--- config.mk ---
export PLATFORM = sky130hd
export DESIGN_NAME = debounce_edge_n
export DESIGN_NICKNAME = d
export VERILOG_FILES = /design/src/rtl/debounce_edge_n.sv
export SDC_FILE = /design/constraint.sdc
export NUM_CORES = 1
export LEC_CHECK = 0
export BUFFER_PORTS_ARGS = -buffer_cell sky130_fd_sc_hd__buf_2
export CORE_MARGIN = 4
export CORE_UTILIZATION = 45
export DETAILED_ROUTE_END_ITERATION = 10
export PLACE_DENSITY = 0.72
export SETUP_SLACK_MARGIN = 0.5
export SLEW_MARGIN = 25
export SYNTH_ARGS = -nofsm -noshare
export SYNTH_HDL_FRONTEND = slang
export SYNTH_SLANG_ARGS = --single-unit
--- constraint.sdc ---
create_clock -name clk -period 6.32 [get_ports clk]
set_input_delay 1.58 -clock clk [delete_from_list [all_inputs] [get_ports clk]]
set_output_delay 1.58 -clock clk [all_outputs]
set_load 0.005 [all_outputs]
--- src/rtl/debounce_edge_n.sv ---
`default_nettype none
// +----------------------------------------------------------------------------+
// | debounce_edge_n : N-channel debouncer with registered level and edge pulses |
// | Optional 2-flop input synchronizer enabled by DEBOUNCE_SYNC_EN.            |
// | Revision 1.0                                                               |
// +----------------------------------------------------------------------------+
module debounce_edge_n #(
  parameter int N      = 4,
  parameter int CNT_W  = 16,
  parameter int STABLE = 1000
) (
  input  logic         clk,
  input  logic         reset,
  input  logic [N-1:0] din,
  output logic [N-1:0] level,
  output logic [N-1:0] rise,
  output logic [N-1:0] fall,
  output logic         changed
);

  typedef enum logic [1:0] {
    ST_STABLE_LO = 2'd0,
    ST_WAIT_HI   = 2'd1,
    ST_STABLE_HI = 2'd2,
    ST_WAIT_LO   = 2'd3
  } state_t;

  localparam logic [CNT_W-1:0] c_limit  = CNT_W'(STABLE - 1);
  localparam bit               c_single = (STABLE == 1);

  if (STABLE < 1 || longint'(STABLE) > (longint'(1) << CNT_W)) begin : g_bad_stable
    $error("debounce_edge_n: STABLE must lie in 1..2**CNT_W");
  end

  logic [N-1:0] w_smp;

`ifdef DEBOUNCE_SYNC_EN
  logic [N-1:0] s1_q, s1_d;
  logic [N-1:0] s2_q, s2_d;

  always_comb begin
    s1_d = din;
    s2_d = s1_q;
  end

  always_ff @(posedge clk or posedge reset) begin
    if (reset) begin
      s1_q <= '0;
      s2_q <= '0;
    end else begin
      s1_q <= s1_d;
      s2_q <= s2_d;
    end
  end

  assign w_smp = s2_q;
`else
  assign w_smp = din;
`endif

  logic [N-1:0] level_q, level_d;
  logic [N-1:0] rise_q, rise_d;
  logic [N-1:0] fall_q, fall_d;
  logic         changed_q, changed_d;

  for (genvar i = 0; i < N; i++) begin : g_ch
    state_t           state_q, state_d;
    logic [CNT_W-1:0] cnt_q, cnt_d;
    logic             rise_c, fall_c;

    // A bounce back to the accepted level is checked before the count limit.
    always_comb begin
      state_d = state_q;
      cnt_d   = cnt_q;
      rise_c  = 1'b0;
      fall_c  = 1'b0;
      case (state_q)
        ST_STABLE_LO: begin
          if (w_smp[i]) begin
            if (c_single) begin
              state_d = ST_STABLE_HI;
              rise_c  = 1'b1;
            end else begin
              state_d = ST_WAIT_HI;
              cnt_d   = CNT_W'(1);
            end
          end
        end
        ST_WAIT_HI: begin
          if (!w_smp[i]) begin
            state_d = ST_STABLE_LO;
            cnt_d   = '0;
          end else if (cnt_q == c_limit) begin
            state_d = ST_STABLE_HI;
            cnt_d   = '0;
            rise_c  = 1'b1;
          end else begin
            cnt_d = cnt_q + CNT_W'(1);
          end
        end
        ST_STABLE_HI: begin
          if (!w_smp[i]) begin
            if (c_single) begin
              state_d = ST_STABLE_LO;
              fall_c  = 1'b1;
            end else begin
              state_d = ST_WAIT_LO;
              cnt_d   = CNT_W'(1);
            end
          end
        end
        ST_WAIT_LO: begin
          if (w_smp[i]) begin
            state_d = ST_STABLE_HI;
            cnt_d   = '0;
          end else if (cnt_q == c_limit) begin
            state_d = ST_STABLE_LO;
            cnt_d   = '0;
            fall_c  = 1'b1;
          end else begin
            cnt_d = cnt_q + CNT_W'(1);
          end
        end
        default: begin
          state_d = ST_STABLE_LO;
          cnt_d   = '0;
        end
      endcase
    end

    always_ff @(posedge clk or posedge reset) begin
      if (reset) begin
        state_q <= ST_STABLE_LO;
        cnt_q   <= '0;
      end else begin
        state_q <= state_d;
        cnt_q   <= cnt_d;
      end
    end

    assign level_d[i] = (state_d == ST_STABLE_HI) || (state_d == ST_WAIT_LO);
    assign rise_d[i]  = rise_c;
    assign fall_d[i]  = fall_c;
  end

  assign changed_d = |(rise_d | fall_d);

  always_ff @(posedge clk or posedge reset) begin
    if (reset) begin
      level_q   <= '0;
      rise_q    <= '0;
      fall_q    <= '0;
      changed_q <= 1'b0;
    end else begin
      level_q   <= level_d;
      rise_q    <= rise_d;
      fall_q    <= fall_d;
      changed_q <= changed_d;
    end
  end

  assign level   = level_q;
  assign rise    = rise_q;
  assign fall    = fall_q;
  assign changed = changed_q;

endmodule
`default_nettype wire

After elaboration in Yosys (flattened, before gate mapping) --
Index checks and enable logic that the tools add are counted.
Operators by class: bitwise logic cells 1, equal/unequal tests 32, reductions and logical operators 13, multiplexer cells 72, add/sub/neg operators 4
Operators with widths (count):
- $mux 16 | 20
- $pmux 16 s4 | 4
- $add 16x1->16 const B | 4
- $eq 16x10->1 const B | 4
- $mux 2 | 24
- $eq 2x2->1 const B | 16
- $pmux 2 s4 | 4
- $mux 1 | 20
- $ne 2x2->1 const B | 8
- $eq 2x1->1 const B | 4
- $logic_not 2->1 | 4
- $reduce_and 2->1 | 4
- $logic_or 1x1->1 | 4
- $or 4x4->4 | 1
- $reduce_or 4->1 | 1
Storage, ports and cells: register bits after elaboration 85, word-level logic and storage cells 134, output and inout bits 13, input bits 6

Depth between registers and ports, before layout --
depth after elaboration 6, mapped depth 7, depth with buffers taken out 6

Worst setup path after synthesis --
OpenSTA, ideal clock, no wires.
path type in2reg, start input din[3], end register g_ch[3].cnt_q[15], path buffers 1, required time 6.251 ns, setup slack 3.387 ns, library setup time 0.069 ns, stages 6, data arrival time 2.864 ns, cell sequence xor2_1 > nand2_1 > or2_1 > buf_6 > or4_1 > nand3_1
On the way: cells in the longest elaborated chain, start to end 2, elaborated cells on any way between the ends 6, those cells by class eq/ne (2); mux (3); reduce/logical (1)
Ends and longest elaborated chain:
- start: declaration | line 14 | input logic [N-1:0] din,
- $mux 16 (tied with other cells) | line 113 | if (w_smp[i]) begin
- $pmux 16 s4 or $reduce_and 2->1 (tied branches)
- end signal: assignment | line 137 | cnt_q <= cnt_d;
- end: declaration | line 68 | logic [CNT_W-1:0] cnt_q, cnt_d;
Several ways; a longest one is shown, not always the timed one. A chain may end at the register's enable or synchronous reset.

Worst setup path in the final report --
start input din[1], end register g_ch[1].cnt_q[5]
On the way: cells in the longest elaborated chain, start to end 2, elaborated cells on any way between the ends 6, those cells by class eq/ne (2); mux (3); reduce/logical (1)
Ends and longest elaborated chain (line):
- $mux 16 (tied with other cells) | 113
- $pmux 16 s4 or $reduce_and 2->1 (tied branches)
- end signal: assignment | 137
- end: declaration | 68
Several ways; a longest one is shown, not always the timed one.

==> run summary <==
The worst hold path begins at g_ch[1].cnt_q[15]$_DFFE_PP0P_. The path class of the tightest hold or removal check is reg2reg. In this run the register-to-register setup slack is 4.06 ns. The pin count of the biggest net entering global routing is 84. Across the routed clock network, the largest skew measured is 0.0121 ns. The leading cell type in the layout, fill and taps excluded is sky130_fd_sc_hd__dfrtp_1. The final wirelength came out at between 8 and 9 mm. Sorting the synthesized cells by area gives the leading types as sky130_fd_sc_hd__dfrtp_1, sky130_fd_sc_hd__nand2_1, sky130_fd_sc_hd__nor2_1, sky130_fd_sc_hd__a31oi_1, sky130_fd_sc_hd__nand3_1. The flip-flop and latch count after synthesis came out at 83. The dominant cell type by area after synthesis is sky130_fd_sc_hd__dfrtp_1. The worst register-to-register path ends at g_ch[3].cnt_q[10]$_DFFE_PP0P_.

In this run the worst path has a maximum fanout of 17. The number of nets handed over by synthesis was 453. The filler cell count in the final layout came out at about 810. Together, buffers and inverters on the worst path number 1.

The CTS tree is built. Along the worst hold path, the cell count comes to 1. For hold timing, the worst endpoint is g_ch[1].cnt_q[15]$_DFFE_PP0P_. The count of nets left with antenna violations after detail routing came out at 0. At the end of routability-driven placement, the weighted congestion stood at roughly 0.85. Relative to the synthesized area, the layout overhead comes to 8.70%.

The core region area is slightly above 9000 µm². The cell family contributing the most delay on the critical path is simple AND/OR/NAND/NOR gates. The final setup TNS came out at 0 ns.

The I/O pin count is 19. The total clock buffers created by CTS is 9. The number of pins exceeding their max-slew limit in the final report came out at 0. The effective utilization at floorplan came out at a little under half. The post-synthesis instance total came out at 443. The detailed router finished its first iteration with approximately 190 violations. The count of TritonRoute iterations in the first routing pass came out at 5. The placed wire-length estimate after detailed placement came out at ~5.7 mm. The maximum clock rate is 0.345 GHz. The number of buffer cells added on primary ports came out at 18. The count of inserted antenna diode cells is 0. Global routing finished with a remaining overflow of 0.

The number of hold violations in the final report is 0. The reg-to-reg critical path startpoint is g_ch[3].cnt_q[3]$_DFFE_PP0P_. The peak supply drop is around 120 µV. The worst path meets setup with around 3.4 ns of slack. For this run, the total global-route usage over all layers was measured as about 16%. The cell chosen for the clock root is sky130_fd_sc_hd__clkbuf_8.

The total setup buffers inserted after CTS came out at 0. The slew of the pin with the lowest slew margin is a little under 0.8 ns. In this run the horizontal extent of the chip is ~110 µm. The number of hold buffers added after CTS was 0.

The worst path needs between 2 and 3 ns of the cycle, external delays included. Across the run, the number of max-cap violations was 0. The post-route fraction of the period consumed by the critical path is 45.8%.

Setup violations remaining at the end of the flow were counted as 0. The buffer depth of the longest clock path came out at 2. The worst-case headroom to the max-slew limit is 46.8%. The cell depth of the worst flop-to-flop path came out at 5. For the worst-skew pair, the clock arrives at the later sink with an insertion delay of roughly 0.36 ns.

The number of distinct library cell variants in the gate-level netlist after synthesis is 54. The synthesized area per cell is just under 10 µm². The share of the synthesized area in the top cell type came out at 48.8%.

Power comes to between 1 and 1.5 mW. The number of antenna violations at the first check in global routing is 0. The area of the die is ~11000 µm². The first-pass GRT wire length came out at between 10 and 15 mm. The post-cts gate resize count is 0. The synthesized cell area came out at about 4300 µm². The library cells used most frequently in the layout, excluding fill and tap cells, are sky130_fd_sc_hd__dfrtp_1, sky130_fd_sc_hd__nand2_1, sky130_fd_sc_hd__nor2_1. The utilization after layout is ~50%. In the routed design, unresolved DRC markers number 0. The clock-pin slew on the worst setup and hold paths came out at approximately 0.09 ns. The critical path goes through buf_2 -> xor2_1 -> nand2_1 -> nor2_2 -> o21ai_0 -> a31oi_1.

The cell area power density came out at ~240 nW/µm². The number of rows created at floorplan came out at 35. The number of global-route vias before repair is 3242. The slowest stage of the critical path is the sky130_fd_sc_hd__nor2_2 cell. The number of nets in the finished design is between 400 and 500.

The share of async-settable or async-resettable flops after synthesis came out at 100%. The sequential fraction of the synthesis area is 48.8%. The floorplan die height is around 110 µm. The largest single stage delay on the critical path is 0.53 ns. Setup repair after global routing left no endpoint under its margin. The number of vias per cell after detailed routing came out at about 5.7. By startpoint and endpoint, the worst setup path is classified as in2reg. The flow ran to the end, and the final reports show no timing, DRC or antenna violations. During synthesis, Yosys emitted a total of 0 warnings. The post-placement setup slack is slightly above 3 ns. The number of vias after detailed routing came out at approximately 3400.

The number of flops mapped to enable cells by yosys is 0. Among all flip-flop cells after synthesis, the most frequent one is sky130_fd_sc_hd__dfrtp_1. The worst setup path is launched from an input port.

For the worst setup path, the data arrival time is ~3.2 ns. The number of sinks on the clock net came out at 83. The post-detailed-route wirelength per cell came out at roughly 14 µm.

The critical path required time came out at roughly 6.6 ns. STA classifies the critical path endpoint as a flop. The layout cell share with drive strength beyond 1 came out at between 10% and 20%. The H-tree depth came out at 3.

Summed over all cells, the static leakage comes to ~1.9 nW.
==> worst max path at each step <==
stage                     startpoint                            to  depth (start not counted)
after global placement        din[1]  g_ch[1].cnt_q[5]$_DFFE_PP0P_                          6
after global routing          din[1]  g_ch[1].cnt_q[5]$_DFFE_PP0P_                          6
after detailed placement      din[3]  g_ch[3].cnt_q[7]$_DFFE_PP0P_                          6
after floorplan                reset             changed$_DFF_PP0_                          1
final                         din[1]  g_ch[1].cnt_q[5]$_DFFE_PP0P_                          6
after CTS                     din[1]  g_ch[1].cnt_q[5]$_DFFE_PP0P_                          6
==> stage by stage <==
stage	std cells	hold slack, ns	area, µm²
3_3_place_gp	579	0.459	4440
2_1_floorplan	443	0.437	4260
5_1_grt	595	0.501	4630
4_1_cts	595	0.489	4620
3_5_place_dp	579	0.474	4440
6_report	595	0.493	4630
==> metal layers <==
layer	global-route usage [%]	wire (µm)	share of wire, %
met4	7.50	125	1.5
met1	21.8	4080	49
met5	0	0	0
met3	2.08	300	3.6
met2	24.5	3840	46
==> registers in the layout, summed over array words and instances (netlist names) <==
register and flops:
g_ch.state_q 6, changed 1, fall 4, level 4, rise 4, g_ch.cnt_q 64
==> area by class of cell <==
cell class	count	area, µm²	share of cell area [%]
sequential	83	2080	44.9
clock inverter	7	58.8	1.27
multi-input combinational	334	2050	44.3
clock buffer	9	124	2.68
inverter	14	53.8	1.16
timing repair buffer	19	101	2.19
tap	129	161	3.49
==> where the power goes <==
part	internal, mW	switching [mW]	leakage [nW]	total [mW]
clock	0.149	0.211	0.0872	0.360
combinational	0.0522	0.0813	0.708	0.134
sequential	0.559	0.0372	1.12	0.596
==> cells in the mapped netlist, drive strengths merged, types with 2 or more instances <==
cell	number
o21ai	26
o2111ai	2
xnor2	16
mux2	7
ha	4
nor2	43
clkbuf	4
xor2	5
nand4	7
a31oi	25
or4	5
o211ai	2
nor3	10
and2	7
nand2	44
a22o	7
nor4	8
nor3b	9
or3	13
a21o	6
and3	12
dfrtp	83
inv	14
mux2i	3
a21oi	22
buf	8
nand3	29
or2	5
and4	4
==> logic make-up after synthesis <==
logic type / share of synthesized area, %
compound gates: 14.2
xor+xnor: 4.32
fa+ha+maj: 1.18
buf+inv: 3.03
flops: 48.8
mux: 2.56
simple gates: 25.9
Power figures use the tool's default switching activity.
